`src/rtl/controle_pkg.sv`:
```
`default_nettype none
// ============================================================================
//  Package   : controle_pkg
//  Purpose   : Shared types and constants for the multicycle control unit:
//              timestep encoding, opcodes and instruction field positions.
//  Revision  : 1.0 - initial release
// ============================================================================
package controle_pkg;

  // Timestep encoding; the 2-bit counter covers every value, so no illegal state exists
  typedef enum logic [1:0] {
    T0 = 2'b00,
    T1 = 2'b01,
    T2 = 2'b10,
    T3 = 2'b11
  } tstep_t;

  // Opcodes, instruction bits [8:6]
  localparam logic [2:0] OP_MV  = 3'b000;
  localparam logic [2:0] OP_MVI = 3'b001;
  localparam logic [2:0] OP_ADD = 3'b010;
  localparam logic [2:0] OP_SUB = 3'b011;

  // Field positions inside the III_XXX_YYY instruction word
  localparam int OP_MSB = 8;
  localparam int OP_LSB = 6;
  localparam int RX_MSB = 5;
  localparam int RX_LSB = 3;
  localparam int RY_MSB = 2;
  localparam int RY_LSB = 0;

  // add and sub are the only instructions that need T2/T3
  function automatic logic is_alu_op(input logic [2:0] op);
    return (op == OP_ADD) || (op == OP_SUB);
  endfunction

endpackage
`default_nettype wire

```
`src/rtl/decodificador_3_8.sv`:
```
`default_nettype none
// ============================================================================
//  Module    : decodificador_3_8
//  Purpose   : 3-to-8 one-hot decoder with enable. A disabled decoder
//              drives all zeros, which is how the control unit gates
//              register enables and bus selects per timestep.
//  Revision  : 1.0 - initial release
// ============================================================================
module decodificador_3_8 (
  input  logic [2:0] sel,
  input  logic       en,
  output logic [7:0] y
);

  // One-hot decode of sel, forced to zero when not enabled
  always_comb begin
    y = 8'b0;
    if (en) begin
      y = 8'b0000_0001 << sel;
    end
  end

endmodule
`default_nettype wire

```
`src/rtl/unidade_controle.sv`:
```
`default_nettype none
// ============================================================================
//  Module    : unidade_controle
//  Purpose   : Multicycle control unit for processador_multiciclo. Holds the
//              instruction register and the T0..T3 timestep counter, and
//              decodes (Tstep, IR, Run) into register enables, one-hot bus
//              selects and ALU control for mv, mvi, add and sub.
//  Revision  : 1.0 - initial release
// ============================================================================
module unidade_controle
  import controle_pkg::*;
#(
  parameter int IR_W   = 9,
  parameter int DATA_W = 16
) (
  input  logic              Clock,
  input  logic              Resetn,
  input  logic              Run,
  input  logic [DATA_W-1:0] DIN,
  output logic [7:0]        Rin,
  output logic [7:0]        Rout,
  output logic              Gout,
  output logic              DINout,
  output logic              Ain,
  output logic              Gin,
  output logic              AddSub,
  output logic              IRin,
  output logic              Done,
  output logic [1:0]        Tstep,
  output logic [IR_W-1:0]   IR
);

  tstep_t         state;
  logic [IR_W-1:0] ir_q;

  logic [2:0] opcode;
  logic [2:0] rx;
  logic [2:0] ry;

  logic [2:0] rin_sel;
  logic       rin_en;
  logic [2:0] rout_sel;
  logic       rout_en;

  // Only the low IR_W bits of DIN ever reach IR; the rest is bus data only
  logic unused_din;
  assign unused_din = ^DIN[DATA_W-1:IR_W];

  assign opcode = ir_q[OP_MSB:OP_LSB];
  assign rx     = ir_q[RX_MSB:RX_LSB];
  assign ry     = ir_q[RY_MSB:RY_LSB];

  assign Tstep  = state;
  assign IR     = ir_q;

  // Timestep sequencing and instruction fetch; IR is writable only in T0
  always_ff @(posedge Clock or negedge Resetn) begin
    if (!Resetn) begin
      state <= T0;
      ir_q  <= '0;
    end else begin
      case (state)
        T0: begin
          if (Run) begin
            ir_q  <= DIN[IR_W-1:0];
            state <= T1;
          end
        end
        T1: begin
          state <= is_alu_op(opcode) ? T2 : T0;
        end
        T2: begin
          state <= T3;
        end
        T3: begin
          state <= T0;
        end
        default: begin
          state <= T0;
        end
      endcase
    end
  end

  // Strobe decode; Rin/Rout selection is routed through the gated decoders
  always_comb begin
    rin_sel  = 3'd0;
    rin_en   = 1'b0;
    rout_sel = 3'd0;
    rout_en  = 1'b0;
    Gout     = 1'b0;
    DINout   = 1'b0;
    Ain      = 1'b0;
    Gin      = 1'b0;
    AddSub   = 1'b0;
    IRin     = 1'b0;
    Done     = 1'b0;

    case (state)
      T0: begin
        // Held low while in reset so no strobe is visible during reset
        IRin = Run & Resetn;
      end
      T1: begin
        case (opcode)
          OP_MV: begin
            rout_sel = ry;
            rout_en  = 1'b1;
            rin_sel  = rx;
            rin_en   = 1'b1;
            Done     = 1'b1;
          end
          OP_MVI: begin
            DINout  = 1'b1;
            rin_sel = rx;
            rin_en  = 1'b1;
            Done    = 1'b1;
          end
          OP_ADD, OP_SUB: begin
            rout_sel = rx;
            rout_en  = 1'b1;
            Ain      = 1'b1;
          end
          default: begin
            // Unused opcodes retire as a no-op with no bus activity
            Done = 1'b1;
          end
        endcase
      end
      T2: begin
        rout_sel = ry;
        rout_en  = 1'b1;
        Gin      = 1'b1;
        AddSub   = ir_q[OP_LSB];
      end
      T3: begin
        Gout    = 1'b1;
        rin_sel = rx;
        rin_en  = 1'b1;
        Done    = 1'b1;
      end
      default: begin
        Done = 1'b0;
      end
    endcase
  end

  decodificador_3_8 u_dec_rin (
    .sel (rin_sel),
    .en  (rin_en),
    .y   (Rin)
  );

  decodificador_3_8 u_dec_rout (
    .sel (rout_sel),
    .en  (rout_en),
    .y   (Rout)
  );

endmodule
`default_nettype wire
```
`config.mk`:
```
export PLATFORM = sky130hd
export DESIGN_NAME = unidade_controle
export DESIGN_NICKNAME = d
export VERILOG_FILES = /design/src/rtl/controle_pkg.sv /design/src/rtl/decodificador_3_8.sv /design/src/rtl/unidade_controle.sv
export SDC_FILE = /design/constraint.sdc
export NUM_CORES = 1
export LEC_CHECK = 0
export CAP_MARGIN = 20
export CORE_UTILIZATION = 38
export CTS_CLUSTER_DIAMETER = 120
export DETAILED_ROUTE_END_ITERATION = 6
export GPL_TIMING_DRIVEN = 0
export HOLD_SLACK_MARGIN = 0.03
export PLACE_DENSITY = 0.84
export SLEW_MARGIN = 20
export SYNTH_ARGS = -nofsm -noshare
export SYNTH_HDL_FRONTEND = slang
export SYNTH_HIERARCHICAL = 1
export SYNTH_SLANG_ARGS = --single-unit
export TNS_END_PERCENT = 1
```
`constraint.sdc`:
```
create_clock -name Clock -period 3.3 [get_ports Clock]
set_input_delay 0.495 -clock Clock [delete_from_list [all_inputs] [get_ports Clock]]
set_output_delay 0.495 -clock Clock [all_outputs]
set_load 0.02 [all_outputs]
```
==> results.py <==
metrics = {
    "outcome": {
        "status": "completed",
    },
    "route": {
        "final_antenna_net_count": 0,
        "viasPerCell": 5.36,
        "drc": 0,
        "num_vias": 782,
        "wirelength_mm": 2.12,
        "drt-wirelength-per-cell_um": 14.5,
        "drt_iter0_markers": 14,
        "drtPass1Iterations": 4,
    },
    "critical_path": {
        "crit_family": "simple AND/OR/NAND/NOR gates",
        "cp_cell_sequence": "inv_1 > ha_1 > and3b_2 > and2_4 > a32o_1 > and4bb_2 > clkdlybuf4s50_1",
        "endpoint_kind": "output port",
        "crit_path_max_fanout": 8,
        "required_ns": 2.80,
        "cp.arrival_ns": 2.69,
        "path_class": "register to output port",
        "cpPeakStageDelay_ns": 0.60,
        "critical_path_buf_inv_count": 2,
        "crit_slowest_cell": "clkdlybuf4s50_1",
        "critPathLaunchType": "register",
    },
    "synth": {
        "muxShareOfSynthArea_pct": 13.7,
        "synth_cell_types": 27,
        "avgSynthCellArea_um2": 11.7,
        "synth_compound_area_share_pct": 8.99,
        "synth-xor-area-share_pct": 0,
        "synth-seq-cells": 11,
        "syn_area_um2": 821,
        "ys_seq_area_share_pct": 33.5,
        "syn_nets": 94,
        "yosys.area_share.simple_pct": 33.8,
        "yosys_warnings": 6,
        "synth_cells": 70,
        "yosys.area_share.adder_pct": 7.62,
        "synth_flop_cell": "dfrtp_1",
        "async_reset_ff_share_pct": 100,
        "synth_top_family_by_area": "simple AND/OR/NAND/NOR gates",
        "synth_edf_count": 0,
    },
    "sta": {
        "fin_skew_ns": 0.00195,
        "tightest_slew_ns": 0.538,
        "setup_viol": 0,
        "slew_headroom_pct": 64.0,
        "hold_viol": 0,
        "clock.fmax_mhz": 314,
        "min_period_ns": 3.19,
        "hold-worst-slack_ns": 0.551,
        "drv_slew": 0,
        "tns_ns": 0,
        "rsz0062_at_grt": "no",
        "finalCritPeriodShare_pct": 96.6,
    },
    "finish": {
        "area_delta_synth_final_pct": 62.5,
        "design_area_um2": 1330,
        "nets": 144,
        "n_antenna_cell": 0,
        "drive_gt1_share_pct": 22.7,
        "fin_util_pct": 66.6,
        "fillerInstances": 153,
    },
    "floorplan": {
        "rows": 16,
        "die_w_um": 48.5,
        "core-area_um2": 2000,
        "io_pins": 53,
        "die-height_um": 48.5,
        "start_util_pct": 41.0,
        "die-area_um2": 2350,
    },
    "clocking": {
        "cts_tree": "yes",
        "htree_levels": 1,
        "path_clk_slew_ns": 0.07,
        "clk-insertion-delay-late_ns": 0.27,
        "cts-root-buf": "clkbuf_4",
        "clock_path_buffers": 2,
        "clock_sinks": 11,
        "numCtsBuffers": 3,
    },
    "flow_run": {
        "cap_violations": 0,
    },
    "global_routing": {
        "grt_pass1_wl_mm": 3.55,
        "grt-ovfl-total": 0,
        "first_global_vias": 766,
        "antenna_found_initial": 0,
        "grt_max_degree": 13,
        "grt_usage_pct": 19.8,
    },
    "placed_design": {
        "hpwl_mm": 1.66,
        "io_buffers": 45,
        "place_area_um2": 1310,
        "place_congestion": 0.741,
    },
    "power_and_ir_drop": {
        "p_per_area_nw_per_um2": 896,
        "ir_drop_mv": 0.573,
        "leakagePower_nw": 0.592,
        "total_power_mw": 1.19,
    },
    "min_path": {
        "hp-class": "register to register",
    },
}
synthesized netlist by cell type (2+ instances only):
cell type,number,area share (%)
nor4b_2,2,3.7
and4b_2,4,5.5
nor2b_1,3,2.3
dfrtp_1,11,34
a32o_1,3,3.7
mux2_2,10,14
ha_1,5,7.6
inv_1,5,2.3
and4_2,2,2.4
and4bb_2,2,3.0
nor2_1,2,0.91
and4b_1,2,2.4
a21oi_1,2,1.2
and4bb_1,4,6.1
repair_timing:
action / 4_1_cts / 5_1_grt
hold buffers: 0 / 0
gates resized for setup: 0 / 1
setup buffers: 0 / 0
endpoints found under the setup margin: 0 / 1
endpoints found under the hold margin: 0 / 0
cell usage in the layout, fill, tap and decap left out, drive strengths merged, types with 2 or more instances in the layout:
cell / n
and4bb: 6
clkbuf: 4
ha: 5
and4: 2
and2: 2
clkdlybuf4s50: 44
nor2b: 3
and3: 2
nand2: 2
dfrtp: 11
nor4b: 2
and4b: 6
nor2: 2
a21oi: 2
inv: 5
a32o: 3
mux2: 10
logic make-up (layout without fill, tap and decap cells):
family | after synthesis | count (layout)
AOI/OAI and AO/OA | 9 | 9
adders and majority gates | 5 | 5
and+or+nand+nor | 30 | 30
muxes | 10 | 10
DFF | 11 | 11
buffers and inverters | 5 | 54
layout make-up:
type | instances | area (µm²) | share of cell area [%]
Tap cell | 27 | 33.8 | 2.53
Sequential cell | 11 | 275 | 20.6
Timing Repair Buffer | 45 | 453 | 34.0
Clock buffer | 4 | 26.3 | 1.97
Multi-Input combinational cell | 54 | 527 | 39.5
Inverter | 5 | 18.8 | 1.41
sequential cells by signal, summed over array words and instances, names as in the netlist, named ones only:
name / flops
IR: 9
Tstep: 1
routing by layer:
metal | global-route usage (%) | vias to the layer above | routed length (µm)
met5 | 0 | - | 0
met4 | 8.82 | 0 | 34
met3 | 5.03 | 4 | 153
met2 | 34.7 | 39 | 1070
met1 | 22.5 | 369 | 863
li1 | - | 370 | -
path summary, 6_finish.rpt:
path | endpoint | from | cells after the start | slack [ns]
hold / removal | IR[2] | IR[2] | 1 | 0.55
setup / recovery | Rout[1] | register | 7 | 0.11
min in group asynchronous | IR[7] | Resetn | 1 | 0.57
setup reg to reg | register | Tstep[0] | 5 | 1.80
max in group asynchronous | IR[0] | Resetn | 1 | 2.37
hold reg to reg | IR[2] | IR[2] | 1 | 0.55
metrics by stage:
stage	cells	worst slack (ns)
after floorplan	70	0.742
after global placement	142	0.460
after detailed placement	142	0.396
after CTS	146	0.0802
after global routing	146	0.00316
final	146	0.111
report_power, final:
group	internal (mW)	leakage (nW)	switching, mW	total [mW]
Combinational	0.404	0.446	0.422	0.826
Sequential	0.204	0.131	0.0727	0.277
Clock	0.0468	0.0150	0.0454	0.0922
Total	0.655	0.592	0.540	1.19
(Power assumes the default switching activity.)
